## config.mk

```make
export PLATFORM = sky130hd
export DESIGN_NAME = key_scan
export DESIGN_NICKNAME = d
export VERILOG_FILES = /design/src/rtl/key_scan_pkg.sv /design/src/rtl/key_scan_timer.sv /design/src/rtl/key_scan.sv
export SDC_FILE = /design/constraint.sdc
export NUM_CORES = 1
export LEC_CHECK = 0
export ABC_AREA = 1
export CORE_MARGIN = 4
export CORE_UTILIZATION = 50
export CTS_BUF_LIST = sky130_fd_sc_hd__clkbuf_16
export DETAILED_ROUTE_END_ITERATION = 10
export GPL_TIMING_DRIVEN = 0
export PLACE_DENSITY = 0.66
export SKIP_LAST_GASP = 1
export SYNTH_ARGS = -nofsm -noshare
export SYNTH_HDL_FRONTEND = slang
export SYNTH_SLANG_ARGS = --single-unit
```

## constraint.sdc

```tcl
create_clock -name clk -period 7.11 [get_ports clk]
set_input_delay 1.422 -clock clk [delete_from_list [all_inputs] [get_ports clk]]
set_output_delay 1.422 -clock clk [all_outputs]
set_load 0.02 [all_outputs]
```

## src/rtl/key_scan_pkg.sv

```systemverilog
// Shared types for the keypad scanner: FSM states, per-frame scan results
// and the keypad position-to-digit mapping consumed by downstream lock logic.
package key_scan_pkg;

   localparam int NUM_ROWS = 4;
   localparam int NUM_COLS = 4;

   typedef enum logic [1:0] {
      ST_IDLE     = 2'd0,
      ST_DEBOUNCE = 2'd1,
      ST_HELD     = 2'd2
   } scan_state_t;

   typedef enum logic [1:0] {
      FR_NONE   = 2'd0,
      FR_SINGLE = 2'd1,
      FR_MULTI  = 2'd2
   } frame_res_t;

   // Standard 4x4 legend: 1 2 3 A / 4 5 6 B / 7 8 9 C / * 0 # D, with * = E, # = F.
   function automatic logic [3:0] pos_to_digit(input logic [3:0] pos);
      logic [3:0] digit;
      case (pos)
         4'd0:    digit = 4'h1;
         4'd1:    digit = 4'h2;
         4'd2:    digit = 4'h3;
         4'd3:    digit = 4'hA;
         4'd4:    digit = 4'h4;
         4'd5:    digit = 4'h5;
         4'd6:    digit = 4'h6;
         4'd7:    digit = 4'hB;
         4'd8:    digit = 4'h7;
         4'd9:    digit = 4'h8;
         4'd10:   digit = 4'h9;
         4'd11:   digit = 4'hC;
         4'd12:   digit = 4'hE;
         4'd13:   digit = 4'h0;
         4'd14:   digit = 4'hF;
         default: digit = 4'hD;
      endcase
      return digit;
   endfunction

endpackage

```

## src/rtl/key_scan_timer.sv

```systemverilog
// Row-line synchronizer and scan tick divider for the keypad scanner.
// tick is high for one clk every SCAN_DIV cycles, when the divider sits at its last value.
module key_scan_timer
   import key_scan_pkg::*;
#(
   parameter int SCAN_DIV = 5
) (
   input  logic                clk,
   input  logic                rst,
   input  logic [NUM_ROWS-1:0] row,
   output logic [NUM_ROWS-1:0] row_sync,
   output logic                tick
);

   localparam int CW = $clog2(SCAN_DIV);
   localparam logic [CW-1:0] DIV_LAST = CW'(SCAN_DIV - 1);

   logic [NUM_ROWS-1:0] row_meta_reg;
   logic [NUM_ROWS-1:0] row_sync_reg;
   logic [CW-1:0]       div_cnt_reg;

   // Idle (released) rows read high, so the synchronizer resets to all ones.
   always_ff @(posedge clk) begin
      if (rst) begin
         row_meta_reg <= '1;
         row_sync_reg <= '1;
         div_cnt_reg  <= '0;
      end else begin
         row_meta_reg <= row;
         row_sync_reg <= row_meta_reg;
         div_cnt_reg  <= (div_cnt_reg == DIV_LAST) ? '0 : div_cnt_reg + CW'(1);
      end
   end

   assign row_sync = row_sync_reg;
   assign tick     = (div_cnt_reg == DIV_LAST);

endmodule

```

## src/rtl/key_scan.sv

```systemverilog
// 4x4 keypad scanner: rotates one active-low column per tick, classifies each
// four-column frame and debounces press/release at frame granularity.
module key_scan
   import key_scan_pkg::*;
#(
   parameter int SCAN_DIV   = 5,
   parameter int DEB_FRAMES = 3
) (
   input  logic       clk,
   input  logic       rst,
   input  logic [3:0] row,
   output logic [3:0] col,
   output logic [3:0] key_code,
   output logic       key_valid,
   output logic       key_held
);

   localparam logic [3:0] DEB_LAST = 4'(DEB_FRAMES);

   logic [3:0]  row_sync;
   logic        tick;
   logic [3:0]  row_low;

   logic [3:0]  col_reg;
   logic [1:0]  col_idx_reg;
   logic [1:0]  hits_reg;
   logic [3:0]  pos_reg;

   scan_state_t state_reg, state_next;
   logic [3:0]  cnt_reg, cnt_next, cnt_inc;
   logic [3:0]  cand_reg, cand_next;
   logic [3:0]  key_code_reg, key_code_next;
   logic        key_valid_reg, key_held_reg;
   logic        accept;

   logic [2:0]  col_hits;
   logic [2:0]  hits_tot;
   logic [1:0]  hits_sum;
   logic [1:0]  row_idx;
   logic [3:0]  pos_sum;
   logic        frame_end;
   frame_res_t  frame_res;

   key_scan_timer #(
      .SCAN_DIV (SCAN_DIV)
   ) u_timer (
      .clk      (clk),
      .rst      (rst),
      .row      (row),
      .row_sync (row_sync),
      .tick     (tick)
   );

   genvar gi;
   generate
      for (gi = 0; gi < NUM_ROWS; gi++) begin : g_row_low
         assign row_low[gi] = ~row_sync[gi];
      end
   endgenerate

   // Hits seen in the column being sampled now, merged with the frame so far.
   always_comb begin
      col_hits = 3'(row_low[0]) + 3'(row_low[1]) + 3'(row_low[2]) + 3'(row_low[3]);
      row_idx  = 2'd0;
      for (int r = NUM_ROWS - 1; r >= 0; r--) begin
         if (row_low[r]) row_idx = 2'(r);
      end
      hits_tot = {1'b0, hits_reg} + col_hits;
      hits_sum = (hits_tot >= 3'd2) ? 2'd2 : hits_tot[1:0];
      pos_sum  = (hits_reg == 2'd0 && col_hits == 3'd1) ? {row_idx, col_idx_reg} : pos_reg;
      frame_end = tick && (col_idx_reg == 2'd3);
      case (hits_sum)
         2'd0:    frame_res = FR_NONE;
         2'd1:    frame_res = FR_SINGLE;
         default: frame_res = FR_MULTI;
      endcase
   end

   always_ff @(posedge clk) begin
      if (rst) begin
         col_reg     <= 4'b1110;
         col_idx_reg <= 2'd0;
         hits_reg    <= 2'd0;
         pos_reg     <= 4'd0;
      end else if (tick) begin
         col_reg     <= {col_reg[2:0], col_reg[3]};
         col_idx_reg <= col_idx_reg + 2'd1;
         hits_reg    <= frame_end ? 2'd0 : hits_sum;
         pos_reg     <= frame_end ? 4'd0 : pos_sum;
      end
   end

   assign cnt_inc = (cnt_reg == 4'hF) ? 4'hF : cnt_reg + 4'd1;

   always_comb begin
      state_next    = state_reg;
      cnt_next      = cnt_reg;
      cand_next     = cand_reg;
      key_code_next = key_code_reg;
      accept        = 1'b0;
      if (frame_end) begin
         case (state_reg)
            ST_IDLE: begin
               if (frame_res == FR_SINGLE) begin
                  cand_next = pos_sum;
                  if (DEB_LAST <= 4'd1) begin
                     accept = 1'b1;
                  end else begin
                     state_next = ST_DEBOUNCE;
                     cnt_next   = 4'd1;
                  end
               end
            end
            ST_DEBOUNCE: begin
               if (frame_res == FR_SINGLE && pos_sum == cand_reg) begin
                  if (cnt_inc >= DEB_LAST) accept = 1'b1;
                  else                     cnt_next = cnt_inc;
               end else begin
                  state_next = ST_IDLE;
                  cnt_next   = 4'd0;
               end
            end
            ST_HELD: begin
               // Only clean release frames count; any press restarts the release count.
               if (frame_res == FR_NONE) begin
                  if (cnt_inc >= DEB_LAST) begin
                     state_next = ST_IDLE;
                     cnt_next   = 4'd0;
                  end else begin
                     cnt_next = cnt_inc;
                  end
               end else begin
                  cnt_next = 4'd0;
               end
            end
            default: begin
               state_next = ST_IDLE;
               cnt_next   = 4'd0;
            end
         endcase
         if (accept) begin
            key_code_next = cand_next;
            state_next    = ST_HELD;
            cnt_next      = 4'd0;
         end
      end
   end

   always_ff @(posedge clk) begin
      if (rst) begin
         state_reg     <= ST_IDLE;
         cnt_reg       <= 4'd0;
         cand_reg      <= 4'd0;
         key_code_reg  <= 4'd0;
         key_valid_reg <= 1'b0;
         key_held_reg  <= 1'b0;
      end else begin
         state_reg     <= state_next;
         cnt_reg       <= cnt_next;
         cand_reg      <= cand_next;
         key_code_reg  <= key_code_next;
         key_valid_reg <= accept;
         key_held_reg  <= (state_next == ST_HELD);
      end
   end

   assign col       = col_reg;
   assign key_code  = key_code_reg;
   assign key_valid = key_valid_reg;
   assign key_held  = key_held_reg;

endmodule

```

==> flow_metrics.tcl, run 1 <==
set metrics [dict create \
    min_period_ns 3.30 \
    antenna_found_initial 0 \
    setup_viol 0 \
    grt_overflow 0 \
    htree_levels 2 \
    clock_power_share_pct 41.3 \
    max_clock_freq_mhz 303 \
    p_sw_mw 0.125 \
    comb_power_share_pct 12.9 \
    path_cells "inv_1, fa_1, ha_1, ha_1, fa_1, a21oi_1, nand2_1, nor2_1, nand3_1, a21oi_1, o21ai_0, o21ai_0, nor2_1" \
    clock_sinks 39 \
    synthArstFlopShare_pct 0 \
    cts-buffers-inserted 5 \
    drtIter0Drc 89 \
    start_util_pct 52.7 \
    ys_top_cells_by_count "nand2_1 (45), inv_1 (42), dfxtp_1 (39)" \
    drive_gt1_share_pct 16.0 \
    final_hold_viol_count 0 \
    dp_cells 315 \
    fin_tns_setup_ns 0 \
    cp_data_required_time_ns 7.28 \
    tightest_slew_ns 0.451 \
    cp.arrival_ns 3.47 \
    synthCells 252 \
    slew_headroom_pct 69.6 \
    power.share.sequential_pct 45.8 \
    yosys_warnings 0 \
    grtUsageTotal_pct 16.3 \
    start_kind "flop" \
    synth.distinct_cells 31 \
    yosysMostFrequentCell "nand2_1" \
    post_cts_buffers 0 \
    p_leak_nw 1.06 \
    route.detailed.drc 0 \
    yosys_register_bits 39 \
    stdcell_count 323 \
    path_class "flop to flop" \
    dpl.hpwl_mm 2.86 \
    yosys.area.top_type_share_pct 39.8 \
    pin_count 16 \
    irDropWorstVdd_v 0.000128 \
    netlist_area_mm2 0.00196 \
    synth_edf_count 0 \
    report.final.slew_viol_count 0 \
    maxCapViolCount 0 \
    grt_pass1_wl_mm 6.56 \
    dieHeight_um 70.6 \
    pwr_density_cell_mw_per_mm2 217 \
    syn_avg_cell_area_um2 7.78 \
    fin_nets 289 \
    gp_congestion 0.777 \
    cts_hold_buf 0 \
    outcome "complete, no violations" \
    wl_per_cell_um 11.5 \
    clock_latency_ns 0.28 \
    std_cell_rows 22 \
    die_x_um 70.6 \
    synth_nets 267 \
    max_stage_delay_ns 0.49 \
    yosysSeqAreaShare_pct 39.8 \
    coreArea_mm2 0.00372 \
    fin_skew_ns 0.00322 \
    clockRootBuffer "clkbuf_16" \
    grt_pass1_vias 1454 \
    synth_ff_type "dfxtp_1" \
    via_per_inst 4.88 \
    clk_pin_slew_worst_paths_ns 0.05 \
    cts_tree "yes" \
    hp-class "flop to flop" \
    p_int_mw 0.376 \
    finalWirelength_mm 3.72 \
    yosys.area.top_type "dfxtp_1" \
    swShare_pct 24.9 \
    grt_max_degree 12 \
    yosys-top-cells-area "dfxtp_1 (40%), nand2_1 (8.6%), inv_1 (8.0%)" \
    ctsResizeCount 0 \
    firstDrtPassIters 5 \
    cp_slowest_cell "fa_1" \
    dieArea_mm2 0.00498 \
    port_buffers 15 \
    antenna_cells 0 \
    path_max_fanout 8 \
    rsz0062_at_grt "no" \
    vias 1577 \
    clock_path_buffers 2 \
    syn2layout_area_growth_pct 17.7 \
    crit_path_end_kind "flop" \
    postRouteAntennaNets 0 \
    finalCritPeriodShare_pct 46.4 \
]
==> cell families after synthesis <==
kind of cell / after synthesis / share of synthesized area, %
muxes: 1 / 0.575
xor gates and xnor gates: 2 / 0.894
DFF: 39 / 39.8
and+or+nand+nor: 117 / 32.6
adders and majority gates: 9 / 6.51
AOI/OAI and AO/OA: 36 / 10.3
buffers and inverters: 48 / 9.26
==> power groups by stage <==
stage	Sequential [mW]	Clock, mW	Combinational [mW]
after floorplan	0.234	0	0.0481
after global placement	0.234	0	0.0643
after detailed placement	0.234	0	0.0656
after CTS	0.229	0.210	0.0659
after global routing	0.230	0.219	0.0738
final	0.229	0.206	0.0646
==> layout by cell type, fill, tap and decap left out, types with 7 or more instances in the layout <==
cell / count
nand2_1: 45
inv_1: 43
dfxtp_1: 39
nor2_1: 21
clkdlybuf4s50_1: 15
o21ai_0: 14
nand3_1: 12
a21oi_1: 11
or2_2: 8
nand2_2: 8
ha_1: 7
==> critical path: cells and delay by family, from the launching register on <==
family	cells	cell delay, ns
adder cells (fa/ha/maj)	4	1.49
AO/OA/AOI/OAI	4	0.69
AND/OR/NAND/NOR	4	0.57
flip-flops	1	0.35
buffers and inverters	1	0.08
==> per-layer routing <==
metal | up-vias | global-route usage [%] | part of all wire [%]
li1 | 844 | - | -
met1 | 704 | 22.6 | 50
met2 | 23 | 25.2 | 44
met3 | 6 | 3.98 | 4.0
met4 | 0 | 5.01 | 1.5
met5 | - | 0 | 0
==> through the flow <==
stage | cell area, µm² | setup WS [ns] | power, mW | utilization, % | hold slack, ns
floorplan | 1960 | 4.20 | 0.283 | - | 0.389
global placement | 2170 | 3.82 | 0.298 | 58.4 | 0.393
detailed placement | 2170 | 3.78 | 0.299 | 58.4 | 0.398
CTS | 2310 | 3.80 | 0.505 | 62.1 | 0.410
global route | 2310 | 3.51 | 0.522 | 62.1 | 0.420
finish | 2310 | 3.81 | 0.500 | 62.1 | 0.408
==> path summary, 6_finish.rpt <==
kind	from	end	slack, ns	cells after the start
setup reg to reg	u_timer.row_sync[0]$_SDFF_PP1_	key_code[0]$_SDFFE_PP0P_	3.81	13
hold / removal	u_timer.row_meta_reg[0]$_SDFF_PP1_	u_timer.row_sync[0]$_SDFF_PP1_	0.41	1
hold reg to reg	u_timer.row_meta_reg[0]$_SDFF_PP1_	u_timer.row_sync[0]$_SDFF_PP1_	0.41	1
setup / recovery	u_timer.row_sync[0]$_SDFF_PP1_	key_code[0]$_SDFFE_PP0P_	3.81	13
==> area by class of cell <==
class	instances	area, µm²
buffer	4	16.3
fill	360	1410
clock inverter	3	11.3
clock buffer	5	125
tap	48	60.1
inverter	44	165
multi-input combinational	165	997
sequential	39	781
timing repair buffer	15	150
No activity file was read; power rests on OpenSTA's default activity.
==> run 2, diff against run 1 <==
--- a/config.mk
+++ b/config.mk
@@ -11,7 +11,7 @@
 export CTS_BUF_LIST = sky130_fd_sc_hd__clkbuf_16
 export DETAILED_ROUTE_END_ITERATION = 10
 export GPL_TIMING_DRIVEN = 0
-export PLACE_DENSITY = 0.66
+export PLACE_DENSITY = 0.69
 export SKIP_LAST_GASP = 1
 export SYNTH_ARGS = -nofsm -noshare
 export SYNTH_HDL_FRONTEND = slang
==> constraint.sdc (replaced) <==
create_clock -name clk -period 3 [get_ports clk]
set_input_delay 0.6 -clock clk [delete_from_list [all_inputs] [get_ports clk]]
set_output_delay 0.6 -clock clk [all_outputs]
set_load 0.02 [all_outputs]
==> run 2 against run 1 <==
The flow now finishes with violations (setup timing). Critical path depth up 2. Sequential cell count is the same. Worst hold slack lost 0.0037 ns. Clock skew barely moved. Count of clock-buffer cells in the layout did not move. Utilization increased by 3.2 points. Worst setup slack got worse by 3.8 ns. Register-to-register slack got worse by 3.8 ns. First-iteration DRC count fell by 22%. Non-clock buffer count increased by 7. Routed wire length is 5.5% higher. Highest routed layer unchanged.
==> flow_metrics.tcl, run 2 (synthesis results as in run 1) <==
set metrics [dict create \
    irDropWorstVdd_v 0.000326 \
    crit_path_end_kind "flop" \
    layout_setup_ws_ns -0.0119 \
    drive_gt1_share_pct 22.7 \
    finalWirelength_mm 3.92 \
    dp_cells 315 \
    start_util_pct 52.7 \
    clock_path_buffers 2 \
    cts_tree "yes" \
    cp-endpoint "key_code[2]$_SDFFE_PP0P_" \
    stdcell_count 330 \
    port_buffers 15 \
    clock_latency_ns 0.28 \
    via_per_inst 4.93 \
    clockRootBuffer "clkbuf_16" \
    outcome "finished with violations" \
    antenna_found_initial 0 \
    rrSetupSlack_ns -0.01 \
    maxCapViolCount 0 \
    dpl.hpwl_mm 2.74 \
    rsz0062_at_grt "yes" \
    antenna_cells 0 \
    drtIter0Drc 69 \
    path_max_fanout 6 \
    grtUsageTotal_pct 17.6 \
    pwr_density_cell_mw_per_mm2 498 \
    p_leak_nw 1.09 \
    hp-class "flop to flop" \
    wl_per_cell_um 11.9 \
    final_hold_viol_count 0 \
    grt_max_degree 12 \
    cp_data_required_time_ns 3.18 \
    cts-buffers-inserted 5 \
    setup_viol 3 \
    grt_overflow 0 \
    die_x_um 70.6 \
    critPathLaunch "u_timer.row_sync[1]$_SDFF_PP1_" \
    rr_endpoint "key_code[2]$_SDFFE_PP0P_" \
    reg2regPathDepth 15 \
    fin_tns_setup_ns -0.0222 \
    hold_ws_ns 0.404 \
    mostFrequentLayoutCells "nand2_1 (45), inv_1 (40), dfxtp_1 (36)" \
    vias 1628 \
    violations "setup timing" \
    postRouteAntennaNets 0 \
    path_class "flop to flop" \
    crit-reg2reg-launch "u_timer.row_sync[1]$_SDFF_PP1_" \
    syn2layout_area_growth_pct 23.8 \
    grt_pass1_vias 1590 \
    std_cell_rows 22 \
    clk_pin_slew_worst_paths_ns 0.05 \
    dieArea_mm2 0.00498 \
    pin_count 16 \
    start_kind "flop" \
    route.detailed.drc 0 \
    firstDrtPassIters 4 \
    min_period_ns 3.01 \
    tightest_slew_ns 0.493 \
    fillerInstances 342 \
    slew_headroom_pct 67.1 \
    place_ws_ns -0.305 \
    final_common_cell "nand2_1" \
    finalCritPeriodShare_pct 100 \
    clock_sinks 39 \
    htree_levels 2 \
    fin_skew_ns 0.00287 \
    gp_congestion 0.782 \
    coreArea_mm2 0.00372 \
    max_clock_freq_mhz 332 \
    total_power_mw 1.21 \
    report.final.slew_viol_count 0 \
    grt_pass1_wl_mm 7.00 \
    dieHeight_um 70.6 \
    fin_nets 296 \
    cp.arrival_ns 3.19 \
]
-- run 2: stage by stage --
step	util, %	cell area, µm²
after global placement	58.4	2170
after global routing	65.3	2430
after floorplan	-	1960
after CTS	64.8	2410
final	65.3	2430
after detailed placement	58.4	2170
-- run 2: final cells by class --
| type | instances | area (µm²) | area share [%] |
|---|---|---|---|
| multi-input combinational | 165 | 1060 | 43.7 |
| sequential | 39 | 785 | 32.3 |
| timing repair buffer | 22 | 203 | 8.35 |
| inverter | 44 | 165 | 6.81 |
| clock buffer | 5 | 125 | 5.16 |
| tap | 48 | 60.1 | 2.48 |
| buffer | 4 | 16.3 | 0.670 |
| clock inverter | 3 | 11.3 | 0.464 |
-- run 2: routing by layer --
layer | track usage [%] | part of all wire (%) | wire, µm
met1 | 23.6 | 47 | 1850
met2 | 28.2 | 47 | 1850
met3 | 3.55 | 4.2 | 166
met4 | 6.68 | 1.3 | 52
met5 | 0 | 0 | 0
-- run 2: worst min-delay path by stage --
| stage | start | endpoint | slack (ns) | cells past startpoint |
|---|---|---|---|---|
| 2_1_floorplan | u_timer.row_meta_reg[0]$_SDFF_PP1_ | u_timer.row_sync[0]$_SDFF_PP1_ | 0.39 | 1 |
| 3_3_place_gp | u_timer.row_meta_reg[0]$_SDFF_PP1_ | u_timer.row_sync[0]$_SDFF_PP1_ | 0.39 | 1 |
| 3_5_place_dp | u_timer.row_meta_reg[2]$_SDFF_PP1_ | u_timer.row_sync[2]$_SDFF_PP1_ | 0.39 | 1 |
| 4_1_cts | u_timer.row_meta_reg[2]$_SDFF_PP1_ | u_timer.row_sync[2]$_SDFF_PP1_ | 0.40 | 1 |
| 5_1_grt | u_timer.row_meta_reg[3]$_SDFF_PP1_ | u_timer.row_sync[3]$_SDFF_PP1_ | 0.43 | 1 |
| 6_report | u_timer.row_meta_reg[2]$_SDFF_PP1_ | u_timer.row_sync[2]$_SDFF_PP1_ | 0.40 | 1 |
-- run 2: power by group --
group / switching (mW) / total, mW / internal [mW] / leakage, nW
clock: 0.191 / 0.489 / 0.299 / 0.0701
combinational: 0.103 / 0.175 / 0.0711 / 0.701
sequential: 0.00971 / 0.543 / 0.534 / 0.316
-- run 2: what timing repair did --
action                     in CTS  in global routing
buffers inserted                7                  0
gates resized for setup        13                  5
hold buffers                    0                  0
pin swaps                       5                  3
setup endpoints to repair      14                 15
-- run 2: critical path: stages (launching register included) --
cell     delay [ns]
dfxtp_2        0.33
inv_2          0.04
fa_1           0.57
ha_4           0.22
ha_4           0.15
fa_1           0.46
a21oi_2        0.16
nand4_1        0.12
nor2_2         0.13
nand2_2        0.07
nor2_4         0.13
nand4_4        0.13
nor2_4         0.20
nand2_1        0.08
nand2_1        0.07
nor2_1         0.04
==> run 3, diff against run 2 <==
--- a/config.mk
+++ b/config.mk
@@ -6,13 +6,17 @@
 export NUM_CORES = 1
 export LEC_CHECK = 0
 export ABC_AREA = 1
+export CELL_PAD_IN_SITES_DETAIL_PLACEMENT = 1
+export CELL_PAD_IN_SITES_GLOBAL_PLACEMENT = 2
 export CORE_MARGIN = 4
-export CORE_UTILIZATION = 50
+export CORE_UTILIZATION = 30
 export CTS_BUF_LIST = sky130_fd_sc_hd__clkbuf_16
+export CTS_CLUSTER_SIZE = 30
 export DETAILED_ROUTE_END_ITERATION = 10
 export GPL_TIMING_DRIVEN = 0
-export PLACE_DENSITY = 0.69
+export PLACE_DENSITY = 0.7
 export SKIP_LAST_GASP = 1
+export SLEW_MARGIN = 20
 export SYNTH_ARGS = -nofsm -noshare
 export SYNTH_HDL_FRONTEND = slang
 export SYNTH_SLANG_ARGS = --single-unit
==> run 3 against run 2 <==
The flow still finishes with violations (setup timing). Via count increased by 2.5%. Non-clock buffer count is 1 lower. Utilization fell by 26 points. First-iteration DRC count decreased by 4.3%. Critical path type unchanged. Largest power group unchanged.
==> flow_metrics.tcl, run 3 (synthesis results as in run 1) <==
set metrics [dict create \
    p_int_mw 0.908 \
    seq_area_um2 783 \
    clockRootBuffer "clkbuf_16" \
    fin_area_mm2 0.00247 \
    place_ws_ns -0.365 \
    cp.arrival_ns 3.22 \
    utilization_pct 38.9 \
    cts-buffers-inserted 5 \
    crit_path_end_kind "flop" \
    firstDrtPassIters 4 \
    pin_count 16 \
    coreArea_mm2 0.00635 \
    std_cell_rows 29 \
    pwr_density_cell_mw_per_mm2 498 \
    clock_power_share_pct 41.2 \
    hp-class "flop to flop" \
    cp_slowest_cell "fa_1" \
    hold_ws_ns 0.409 \
    min_to "u_timer.row_sync[2]$_SDFF_PP1_" \
    holdPathStages 1 \
    mostFrequentLayoutCells "nand2_1 (45), inv_1 (40), dfxtp_1 (37)" \
    htree_levels 2 \
    dpl.hpwl_mm 3.55 \
    antenna_cells 0 \
    tightest_slew_ns 0.512 \
    min_period_ns 3.04 \
    fin_nets 295 \
    maxCapViolCount 0 \
    path_max_fanout 6 \
    clock_latency_ns 0.28 \
    reg2regPathDepth 15 \
    rrSetupSlack_ns -0.04 \
    slew_headroom_pct 65.9 \
    drtIter0Drc 66 \
    finalCritPeriodShare_pct 101 \
    outcome "finished with violations" \
    via_per_inst 4.66 \
    port_buffers 15 \
    postRouteAntennaNets 0 \
    gp_congestion 0.827 \
    start_kind "flop" \
    irDropWorstVdd_v 0.000237 \
    dp_cells 344 \
    clk_pin_slew_worst_paths_ns 0.06 \
    die_x_um 88.8 \
    grt_max_degree 13 \
    total_power_mw 1.23 \
    layout_setup_ws_ns -0.0400 \
    drive_gt1_share_pct 23.5 \
    report.final.slew_viol_count 0 \
    final_hold_viol_count 0 \
    fin_tns_setup_ns -0.126 \
    clock_path_buffers 2 \
    multi_input_area_mm2 0.00107 \
    antenna_found_initial 0 \
    grt_pass1_wl_mm 8.22 \
    syn2layout_area_growth_pct 26.0 \
    fin_skew_ns 0.00550 \
    comb_power_share_pct 14.6 \
    fillerInstances 775 \
    p_leak_nw 1.09 \
    vias 1668 \
    violations "setup timing" \
    start_util_pct 30.9 \
    cts_tree "yes" \
    power.share.sequential_pct 44.1 \
    swShare_pct 26.2 \
    dieHeight_um 88.8 \
    postPlaceCellArea_mm2 0.00221 \
    rsz0062_at_grt "yes" \
    grt_pass1_vias 1680 \
    p_sw_mw 0.322 \
    crit-reg2reg-launch "u_timer.row_sync[0]$_SDFF_PP1_" \
    setup_viol 4 \
    hold_start "u_timer.row_meta_reg[2]$_SDFF_PP1_" \
    dieArea_mm2 0.00789 \
    rr_endpoint "key_code[2]$_SDFFE_PP0P_" \
    path_cells "inv_2, fa_1, ha_4, ha_4, fa_1, a21oi_2, nand4_1, nor2_2, nand2_2, nor2_4, nand4_4, nor2_4, nand2_1, nand2_1, nor2_1" \
    wl_per_cell_um 13.4 \
    grtUsageTotal_pct 13.7 \
    max_clock_freq_mhz 329 \
    path_class "flop to flop" \
    stdcell_count 358 \
    cp_data_required_time_ns 3.18 \
    clock_sinks 39 \
    max_stage_delay_ns 0.59 \
    finalWirelength_mm 4.78 \
    final_common_cell "nand2_1" \
    route.detailed.drc 0 \
    grt_overflow 0 \
]
-- run 3: worst max path at each step --
stage | start | endpoint | slack (ns) | cells past startpoint
2_1_floorplan | u_timer.row_sync[0]$_SDFF_PP1_ | key_code[0]$_SDFFE_PP0P_ | 0.09 | 13
5_1_grt | u_timer.row_sync[0]$_SDFF_PP1_ | key_held$_SDFF_PP0_ | -0.23 | 16
3_5_place_dp | u_timer.row_sync[0]$_SDFF_PP1_ | key_code[3]$_SDFFE_PP0P_ | -0.36 | 13
6_report | u_timer.row_sync[0]$_SDFF_PP1_ | key_code[2]$_SDFFE_PP0P_ | -0.04 | 15
3_3_place_gp | u_timer.row_sync[1]$_SDFF_PP1_ | key_code[3]$_SDFFE_PP0P_ | -0.35 | 13
4_1_cts | u_timer.row_sync[1]$_SDFF_PP1_ | key_held$_SDFF_PP0_ | -0.11 | 16
-- run 3: timing repair --
action,CTS,global route
pin swaps,11,9
hold buffers,0,0
cloned,0,0
buffers inserted,6,0
endpoints found under the setup margin,14,15
resized for setup,17,5
-- run 3: area by class of cell --
type | count | area share, %
buffer | 4 | 0.659
tap | 77 | 3.90
sequential | 39 | 31.7
clock buffer | 5 | 5.07
multi-input combinational | 165 | 43.3
timing repair buffer | 21 | 8.06
inverter | 44 | 6.69
clock inverter | 3 | 0.608
-- run 3: power by group through the flow --
stage	Sequential [mW]	Clock, mW	Combinational (mW)
global placement	0.554	0	0.158
finish	0.543	0.507	0.180
CTS	0.543	0.525	0.176
detailed placement	0.554	0	0.161
floorplan	0.556	0	0.114
global route	0.545	0.553	0.207
-- run 3: critical path, delay by kind of cell, from the launching register on --
kind            cells  cell delay (ns)
flops               1             0.34
simple gates        9             0.97
buf+inv             1             0.05
compound gates      1             0.17
fa+ha+maj           4             1.41
-- run 3: routing by layer --
layer | share of wire (%) | global-route usage (%) | vias up
met5 | 0 | 0 | -
li1 | - | - | 859
met1 | 49 | 18.7 | 784
met4 | 2.1 | 4.53 | 0
met2 | 47 | 21.1 | 17
met3 | 2.4 | 3.45 | 8
